**src/rtl/veritune_mic_decimator.sv**
```systemverilog
// Boxcar decimator for the 1-bit microphone stream on the veritune record path.
// It produces saturated multi-bit samples with a one-cycle valid strobe, and tracks the peak and a sticky clip flag.
module veritune_mic_decimator #(
  parameter int SAMPLE_DIV = 50,
  parameter int DECIM      = 256,
  parameter int OUT_W      = 8
) (
  input  logic             Clk,
  input  logic             Reset,
  input  logic             Mic,
  input  logic             Enable,
  input  logic             Clear_Peak,
  output logic [OUT_W-1:0] Sample,
  output logic             Sample_Valid,
  output logic [OUT_W-1:0] Peak,
  output logic             Clip
);

  localparam int PC_W  = $clog2(SAMPLE_DIV);
  localparam int WIN_W = $clog2(DECIM);
  localparam int ACC_W = $clog2(DECIM + 1);
  localparam int SUM_W = (ACC_W > OUT_W) ? ACC_W : OUT_W;

  localparam logic [PC_W-1:0]  PC_LAST  = PC_W'(SAMPLE_DIV - 1);
  localparam logic [WIN_W-1:0] WIN_LAST = WIN_W'(DECIM - 1);
  localparam logic [SUM_W-1:0] SAT      = SUM_W'({OUT_W{1'b1}});
  localparam logic [SUM_W-1:0] FULL     = SUM_W'(DECIM);

  logic             mic_meta;
  logic             mic_s;
  logic [PC_W-1:0]  pc;
  logic [WIN_W-1:0] win;
  logic [ACC_W-1:0] acc;

  logic             tick;
  logic             win_end;
  logic [SUM_W-1:0] sum;
  logic [OUT_W-1:0] new_sample;
  logic             new_clip;

  // sum already includes the current tick, so the last bit of the window lands in Sample
  always_comb begin
    tick       = Enable && (pc == PC_LAST);
    win_end    = tick && (win == WIN_LAST);
    sum        = SUM_W'(acc) + SUM_W'(mic_s);
    new_sample = (sum > SAT) ? OUT_W'(SAT) : OUT_W'(sum);
    new_clip   = (sum == FULL);
  end

  always_ff @(posedge Clk) begin
    if (!Reset) begin
      mic_meta     <= 1'b0;
      mic_s        <= 1'b0;
      pc           <= '0;
      win          <= '0;
      acc          <= '0;
      Sample       <= '0;
      Sample_Valid <= 1'b0;
      Peak         <= '0;
      Clip         <= 1'b0;
    end else begin
      mic_meta     <= Mic;
      mic_s        <= mic_meta;
      Sample_Valid <= 1'b0;

      // dropping Enable discards any partial window so re-enabling starts aligned
      if (!Enable) begin
        pc  <= '0;
        win <= '0;
        acc <= '0;
      end else if (tick) begin
        pc <= '0;
        if (win_end) begin
          win          <= '0;
          acc          <= '0;
          Sample       <= new_sample;
          Sample_Valid <= 1'b1;
        end else begin
          win <= win + WIN_W'(1);
          acc <= acc + ACC_W'(mic_s);
        end
      end else begin
        pc <= pc + PC_W'(1);
      end

      // a completing window takes priority over a coincident Clear_Peak
      if (win_end) begin
        if (Clear_Peak) begin
          Peak <= new_sample;
          Clip <= new_clip;
        end else begin
          if (new_sample > Peak) Peak <= new_sample;
          Clip <= Clip | new_clip;
        end
      end else if (Clear_Peak) begin
        Peak <= '0;
        Clip <= 1'b0;
      end
    end
  end

endmodule

```
**config.mk**
```make
export PLATFORM = sky130hd
export DESIGN_NAME = veritune_mic_decimator
export DESIGN_NICKNAME = d
export VERILOG_FILES = /design/src/rtl/veritune_mic_decimator.sv
export SDC_FILE = /design/constraint.sdc
export NUM_CORES = 1
export LEC_CHECK = 0
export BUFFER_PORTS_ARGS = -buffer_cell sky130_fd_sc_hd__buf_2
export CAP_MARGIN = 20
export CELL_PAD_IN_SITES_DETAIL_PLACEMENT = 1
export CELL_PAD_IN_SITES_GLOBAL_PLACEMENT = 2
export CORE_ASPECT_RATIO = 1.1
export CORE_MARGIN = 4
export CORE_UTILIZATION = 38
export CTS_CLUSTER_SIZE = 28
export DETAILED_ROUTE_END_ITERATION = 7
export PLACE_DENSITY_LB_ADDON = 0.08
export SETUP_SLACK_MARGIN = 0.2
export SLEW_MARGIN = 20
export SYNTH_ARGS = -nofsm -noshare
export SYNTH_HDL_FRONTEND = slang
export SYNTH_SLANG_ARGS = --single-unit
```
**constraint.sdc**
```tcl
create_clock -name Clk -period 7.9 [get_ports Clk]
set_clock_uncertainty 0.1 [all_clocks]
set_input_delay 0.79 -clock Clk [delete_from_list [all_inputs] [get_ports Clk]]
set_output_delay 0.79 -clock Clk [all_outputs]
set_load 0.005 [all_outputs]
```
==> key figures, run 1 <==
Placed design
  • Post-DP HPWL: 3.72 mm
  • Worst slack at placement: 4.36 ns
  • Placed Area: 0.00227 mm2
  • Routability cong.: 0.716
  • PortBufs: 22

Worst hold path
  • WHS Endpoint: mic_s
  • Hold path start: mic_meta
  • Hold WC Path Type: reg2reg
  • Hold Path Cell Cnt: 1

STA
  • Fmax: 287 MHz
  • Tcrit/Tclk final: 0.441
  • Setup slack after layout: 4.41 ns
  • Max Slew Vio Count: 0
  • Number of setup violations in the final report: 0
  • Setup TNS Final: 0 ns
  • Final Hold Fails: 0
  • Slew @ Worst Pin: 0.659 ns
  • Worst relative slew slack: 0.561
  • RSZ-0062 raised after global routing: false
  • Tmin final: 3.49 ns

Finish
  • Post-Route Utilization: 0.436
  • Most common cell after layout, fill and taps aside: dfxtp_1
  • P&R area growth vs syn: 11.1%
  • NumNets Final: 282
  • Layout cells sized above 1: 0.125
  • Antenna cell count: 0
  • Post-route cell area: 0.00235 mm2
  • Commonest non-fill, non-tap cells in the layout: dfxtp_1 (43), nand2_1 (26), nor2_1 (22), buf_2 (22), inv_1 (17)

Clocking
  • CTS Root Cell: clkbuf_8
  • Worst-skew pair later-pin latency: 0.29 ns
  • Post-CTS Resized: 0
  • CTS Buf Count: 5
  • Clock-pin transition on the worst setup and hold timing paths: 0.08 ns
  • Number of setup buffers added after CTS: 0
  • # clock sinks: 43
  • Max Buffers Root-to-Sink: 2
  • CTS tree: done
  • Post-cts hold buffer count: 0
  • CTS H-tree depth: 2

Route
  • DRC viols: 0
  • DRT Wirelength: 4.92 mm
  • Routed vias: 1746
  • Routed WL per cell: 14.5 um
  • Drt pass-1 iters: 4
  • Via density: 5.15
  • ANT nets after route: 0
  • Iteration-0 DRC count of the detailed router: 62

Critical path
  • Crit start category: flip-flop
  • CP arrival: 3.60 ns
  • Crit path max-delay family: compound AO/OA/AOI/OAI gates
  • Slowest cell on crit path: a21oi_1
  • Most Frequent Cell on Critical Path: ha_1
  • CP Max Fanout: 8
  • Cells on worst reg2reg path: 14
  • Buf/Inv on CP: 1
  • R2r startpoint: acc[0]
  • Crit path cell chain: ha_1 -> ha_1 -> nand3_1 -> nor3_2 -> xor2_2 -> nor2_1 -> inv_1 -> ha_1 -> nor2b_1 -> o211ai_1 -> a21oi_1 -> o22a_1 -> a21oi_1 -> o2bb2ai_1
  • Critical path required time: 8.02 ns
  • Nature of the critical path endpoint: flip-flop
  • Crit Path Class: reg2reg
  • R2R Setup Slk: 4.41 ns
  • R2R Path End: Peak[1]
  • CP max stage delay: 0.53 ns

Global routing
  • Vias in the first global route: 1779
  • First-pass GRT wire length: 8.87 mm
  • Gr ovfl total: 0
  • Largest net degree at the start of global routing: 15
  • Antenna violations before repair: 0
  • GRT Resource Usage Total: 0.164

Synth
  • Synth Cell Area: 0.00212 mm2
  • Yosys cell types: 42
  • Top cell type by total area after synthesis: dfxtp_1
  • Share of the synthesized area in the top cell type: 0.407
  • Post-synth EDFFs: 0
  • Synth warn: 0
  • Post-synthesis sequential area ratio: 0.407
  • Ys flop type: dfxtp_1
  • Syn Inst Count: 244
  • Yosys reg bits: 43
  • Mapped Nets: 263
  • Synth top area cells: dfxtp_1 (41%), ha_1 (8.3%), nand2_1 (4.6%), nor2_1 (3.9%), o2bb2ai_1 (3.3%)
  • Async SR Flop Fraction: 0
  • Synth Area per Inst: 8.67 um2

Flow run
  • Maxcap violations: 0

Floorplanning
  • Chip height: 86.3 um
  • Number of I/O pins: 23
  • Rows: 28
  • Die span in x: 79.1 um
  • Die area: 0.00683 mm2
  • Core box area: 0.00540 mm2
  • Starting Density: 0.392

Pwr
  • Peak supply drop: 0.0000614 V
  • Leak Pwr: 1.01 nW
  • P per Cell Area: 155 mW/mm2

Run status
  • Outcome: completed
## cell usage after synthesis (5+ instances only)
cell / n
dfxtp_1: 43
nand2_1: 26
nor2_1: 22
inv_1: 17
ha_1: 14
o21ai_0: 12
a21oi_1: 10
nand3_1: 9
o2bb2ai_1: 8
xor2_1: 8
nand4_1: 7
xnor2_1: 7
o211a_1: 5
## flip-flops by register name (all words and copies together) (netlist names)
name and flops:
Clip 1, Peak 8, Sample 8, Sample_Valid 1, acc 9, mic_meta 1, mic_s 1, pc 6
win 8
## metal layers
metal / GRT usage / vias up / part of all wire
met5: 0 / - / 0
met4: 0.0469 / 0 / 0.013
met3: 0.0312 / 7 / 0.024
met2: 0.251 / 19 / 0.44
met1: 0.234 / 836 / 0.53
li1: - / 884 / -
## power by group
part           total, mW  switching (mW)  internal [mW]
registers          0.218        0.000668          0.217
logic            0.00919         0.00623        0.00296
clock network      0.136          0.0743         0.0622
## cells by family (layout without fill, tap and decap cells)
| family | Yosys count | in the layout | share of synthesized area |
|---|---|---|---|
| AO/OA/AOI/OAI | 52 | 52 | 0.168 |
| adder cells (fa/ha/maj) | 14 | 14 | 0.0828 |
| multiplexers | 1 | 1 | 0.00473 |
| flip-flops | 43 | 43 | 0.407 |
| AND/OR/NAND/NOR | 91 | 91 | 0.214 |
| XOR/XNOR | 16 | 16 | 0.0698 |
| buffers and inverters | 27 | 47 | 0.0538 |
## layout make-up
class	count	area, um2
inverters	17	63.8
repair buffers	22	110
flip-flops and latches	43	861
clock buffers	7	76.3
multi-input cells	174	1140
well taps	75	93.8
clock inverters	1	5.00
fillers	690	3040
## worst max path at each step
stage | start | to | cells past startpoint
after floorplan | acc[0] | Peak[0] | 14
after global placement | acc[0] | Peak[6] | 14
after detailed placement | acc[0] | Peak[4] | 14
after CTS | acc[0] | Peak[1] | 14
after global routing | acc[0] | Peak[1] | 14
final | acc[0] | Peak[1] | 14
## through the flow
stage | power, mW | hold slack [ns] | std cells
after global placement | 0.233 | 0.320 | 331
after detailed placement | 0.233 | 0.330 | 331
after CTS | 0.371 | 0.349 | 339
final | 0.364 | 0.348 | 339
after global routing | 0.382 | 0.379 | 339
after floorplan | 0.229 | 0.312 | 244
(Power assumes the default switching activity.)
==> run 2: changes to the inputs <==
Settings changed: CORE_UTILIZATION 38 to 32.
Clock period 7.9 ns to 2.99 ns, I/O delays scaled along.
==> run 2 against run 1 <==
Net effect: combinational power grew to 3.4 times the previous value; non-clock buffer count grew 24; hold slack lost 0.23 ns; sequential share of layout area shrank 5.1 points; fmax grew 26%.
==> key figures, run 2 (synthesis gave the netlist of run 1 again) <==
Clocking
  • Post-cts hold buffer count: 0
  • CTS Buf Count: 5
  • Clock-pin transition on the worst setup and hold timing paths: 0.08 ns
  • CTS Root Cell: clkbuf_8
  • Worst-skew pair later-pin latency: 0.28 ns
  • CTS H-tree depth: 2
  • # clock sinks: 43
  • CTS tree: done
  • Max Buffers Root-to-Sink: 2

Pwr
  • P per Cell Area: 347 mW/mm2
  • Peak supply drop: 0.000228 V
  • Leak Pwr: 1.19 nW

Critical path
  • Crit Path Class: reg2reg
  • Crit start category: flip-flop
  • Critical path required time: 3.07 ns
  • CP arrival: 2.85 ns
  • R2R Setup Slk: 0.22 ns
  • Nature of the critical path endpoint: flip-flop
  • CP Max Fanout: 8

Global routing
  • Antenna violations before repair: 0
  • First-pass GRT wire length: 9.27 mm
  • Gr ovfl total: 0
  • Largest net degree at the start of global routing: 15
  • GRT Resource Usage Total: 0.143
  • Vias in the first global route: 1918

STA
  • Worst relative slew slack: 0.594
  • Setup TNS Final: 0 ns
  • RSZ-0062 raised after global routing: true
  • Max Slew Vio Count: 0
  • Slew @ Worst Pin: 0.609 ns
  • Final Hold Fails: 0
  • Number of setup violations in the final report: 0
  • Tmin final: 2.77 ns
  • Fmax: 361 MHz
  • Tcrit/Tclk final: 0.925

Finish
  • Most common cell after layout, fill and taps aside: dfxtp_1
  • Most flops, register: acc
  • Commonest non-fill, non-tap cells in the layout: dfxtp_1 (38), nand2_1 (26), buf_2 (22), buf_4 (22), nor2_1 (17)
  • NumNets Final: 306
  • Post-route cell area: 0.00276 mm2
  • Antenna cell count: 0
  • Max reg flops: 9
  • Layout cells sized above 1: 0.313
  • P&R area growth vs syn: 30.6%

Floorplanning
  • Chip height: 93.3 um
  • Number of I/O pins: 23
  • Starting Density: 0.336
  • Rows: 30
  • Core box area: 0.00631 mm2
  • Die area: 0.00798 mm2
  • Die span in x: 85.5 um

Route
  • Iteration-0 DRC count of the detailed router: 39
  • Via density: 5.07
  • DRC viols: 0
  • ANT nets after route: 0
  • Routed vias: 1864
  • Drt pass-1 iters: 4
  • DRT Wirelength: 5.50 mm
  • Routed WL per cell: 15.0 um

Flow run
  • Maxcap violations: 0

Placed design
  • Routability cong.: 0.721
  • PortBufs: 22
  • Placed Area: 0.00242 mm2
  • Post-DP HPWL: 4.06 mm

Run status
  • Outcome: completed

Worst hold path
  • Hold WC Path Type: in2reg
==> run 2: changes by cell type in the layout (fill, tap and decap cells not counted), moves of 2 or more <==
cell       previous run  this run
dfxtp_2               0         4
o2bb2ai_1             8         2
buf_4                 0        22
nand3_1               9         7
nor2_2                0         4
o2bb2ai_2             0         6
ha_1                 14        11
ha_4                  0         3
nor2_1               22        17
nor2b_1               3         1
buf_12                0         2
a21oi_1              10         8
dfxtp_1              43        38
==> run 2: critical path, cell delays in order (launching register included) <==
cell and delay [ns]:
dfxtp_4 0.36, ha_4 0.16, ha_4 0.17, and4_4 0.19
buf_4 0.15, xnor2_2 0.12, a31oi_2 0.25, ha_1 0.30
a21oi_2 0.15, o21ai_1 0.08, o22a_2 0.25, o21ai_4 0.18
buf_12 0.14, o2bb2ai_1 0.07
==> run 2: final cells by class <==
type	instances	area, um2
sequential	43	870
clock buffer	7	76.3
inverter	17	63.8
tap	80	100
fill	747	3540
clock inverter	1	5.00
multi-input combinational	174	1330
timing repair buffer	46	315
==> run 2: report_power, final <==
group	internal, mW	total (mW)	switching (mW)
combinational	0.0117	0.0312	0.0196
clock	0.164	0.352	0.188
sequential	0.574	0.576	0.00181
total	0.750	0.959	0.209
==> run 2: through the flow <==
stage / power [mW] / util / instances / worst slack (ns) / hold slack [ns]
final: 0.959 / 0.438 / 368 / 0.223 / 0.115
after global routing: 1.01 / 0.438 / 368 / 0.0744 / 0.111
after CTS: 0.975 / 0.411 / 364 / 0.168 / 0.107
after detailed placement: 0.617 / 0.384 / 352 / -0.0373 / 0.322
after global placement: 0.617 / 0.384 / 352 / 0.0809 / 0.317
after floorplan: 0.606 / - / 244 / 0.226 / 0.312
==> run 2: repair_timing <==
action | 4_1_cts | 5_1_grt
setup buffers | 4 | 4
pin swaps | 12 | 17
endpoints found under the setup margin | 8 | 8
resized for setup | 12 | 26
hold endpoints to repair | 0 | 0
==> run 2: final timing paths <==
kind / from / end / depth (start not counted)
hold reg to reg: mic_meta / mic_s / 1
hold / removal: Mic / mic_meta / 2
setup reg to reg: acc[0] / Peak[1] / 13
setup / recovery: acc[0] / Peak[1] / 13
==> run 2: routing by layer <==
layer  wire, um  up-vias  global-route usage
met2       2660       15               0.238
met4         31        0              0.0356
li1           -      930                   -
met5          0        -                   0
met3        132        2              0.0264
met1       2680      917               0.189
==> run 3: changes to the inputs <==
Settings changed: CORE_ASPECT_RATIO 1.1 to 1.25.
==> run 3 against run 2 <==
Net effect: cell count increased by 1.6%; largest cell class unchanged; via count down 0.16%; critical path type unchanged; routed wire length shrank 1.1%; register-to-register slack worse by 0.11 ns; critical path depth did not move; largest power group unchanged.
==> key figures, run 3 (synthesis gave the netlist of run 1 again) <==
Global routing
  • GRT Resource Usage Total: 0.146
  • Vias in the first global route: 1878
  • Gr ovfl total: 0
  • First-pass GRT wire length: 9.11 mm
  • Largest net degree at the start of global routing: 16
  • Antenna violations before repair: 0

STA
  • Max Slew Vio Count: 0
  • Tcrit/Tclk final: 0.964
  • Final Hold Fails: 0
  • Slew @ Worst Pin: 0.509 ns
  • Fmax: 347 MHz
  • Hold Slack: 0.101 ns
  • Number of setup violations in the final report: 0
  • Worst relative slew slack: 0.661
  • Tmin final: 2.88 ns
  • Setup slack after layout: 0.108 ns
  • RSZ-0062 raised after global routing: true

Critical path
  • Crit start category: flip-flop
  • CP arrival: 3.02 ns
  • Crit Path Class: reg2reg
  • Critical path required time: 3.12 ns
  • Nature of the critical path endpoint: flip-flop
  • CP Max Fanout: 8
  • Cells on worst reg2reg path: 13

Pwr
  • Tot Pwr: 991 uW
  • Peak supply drop: 0.000217 V
  • Leak Pwr: 1.17 nW
  • P per Cell Area: 366 mW/mm2

Placed design
  • Routability cong.: 0.740
  • # placed instances: 361
  • PortBufs: 22
  • Post-DP HPWL: 4.01 mm
  • Worst slack at placement: -0.0282 ns

Clocking
  • Worst-skew pair later-pin latency: 0.30 ns
  • # clock sinks: 43
  • Max Buffers Root-to-Sink: 2
  • Post-cts hold buffer count: 0
  • CTS Root Cell: clkbuf_8
  • CTS tree: done
  • CTS Buf Count: 5
  • Clock-pin transition on the worst setup and hold timing paths: 0.09 ns
  • CTS H-tree depth: 2

Route
  • Routed WL per cell: 14.5 um
  • Routed vias: 1861
  • Iteration-0 DRC count of the detailed router: 43
  • ANT nets after route: 0
  • Drt pass-1 iters: 4
  • DRC viols: 0
  • Via density: 4.98
  • DRT Wirelength: 5.44 mm

Floorplanning
  • Chip height: 98.9 um
  • Number of I/O pins: 23
  • Rows: 32
  • Core box area: 0.00629 mm2
  • Die area: 0.00799 mm2
  • Starting Density: 0.337
  • Die span in x: 80.7 um

Worst hold path
  • Hold Path Cell Cnt: 2
  • Hold WC Path Type: in2reg

Run status
  • Outcome: completed

Flow run
  • Maxcap violations: 0

Finish
  • Most common cell after layout, fill and taps aside: dfxtp_1
  • Commonest non-fill, non-tap cells in the layout: dfxtp_1 (40), nand2_1 (26), buf_4 (25), buf_2 (22), nor2_1 (20)
  • Max reg flops: 9
  • Layout cells sized above 1: 0.280
  • NumNets Final: 307
  • Antenna cell count: 0
  • P&R area growth vs syn: 27.8%
  • Most flops, register: acc
  • Final cell count without fillers: 374
run 3: cell count changes in the layout (fill, tap and decap cells not counted), sizes merged:
cell | before | now
clkinv | 1 | 0
buf | 46 | 47
clkinvlp | 0 | 2
inv | 17 | 18
clkbuf | 7 | 5
run 3: layout make-up:
cell class	instances	area [um2]
clock inverters	3	23.8
repair buffers	47	298
clock buffers	5	68.8
flip-flops and latches	43	867
fillers	766	3580
well taps	85	106
inverters	17	63.8
multi-input cells	174	1280
run 3: what timing repair did:
item	in CTS	in global routing
endpoints found under the setup margin	8	8
gates resized for setup	17	9
pin swaps	18	12
setup buffers	4	1
run 3: worst paths after layout:
path	startpoint	endpoint	slack (ns)
worst max-delay path	acc[0]	Peak[1]	0.11
worst min-delay path	Mic	mic_meta	0.10
worst max register to register	acc[0]	Peak[1]	0.11
worst min register to register	mic_meta	mic_s	0.36
run 3: metal layers:
| layer | track usage | share of wire | vias up |
|---|---|---|---|
| met5 | 0 | 0 | - |
| met4 | 0.0390 | 0.017 | 0 |
| met3 | 0.0293 | 0.027 | 6 |
| met2 | 0.255 | 0.51 | 24 |
| met1 | 0.180 | 0.44 | 895 |
| li1 | - | - | 936 |
run 3: power by group:
group          switching, mW  leakage, nW  internal (mW)
logic                 0.0190        0.779        0.00959
registers            0.00192        0.349          0.574
clock network          0.219       0.0408          0.167
run 3: critical path, cell delays in order (launching register included):
cell and delay, ns:
dfxtp_4 0.37, ha_4 0.16, ha_4 0.17, and4_4 0.21
and2_4 0.17, o31ai_4 0.26, buf_4 0.15, inv_1 0.03
ha_1 0.28, nand4_1 0.13, a21oi_1 0.07, o22a_2 0.26
a21oi_4 0.31, o2bb2ai_1 0.16
run 3: through the flow:
step	setup TNS, ns	util	cell area (um2)
finish	0	0.430	2700
CTS	0	0.422	2650
global placement	0	0.391	2460
detailed placement	-0.158	0.391	2460
floorplan	0	-	2140
global route	-0.379	0.430	2700
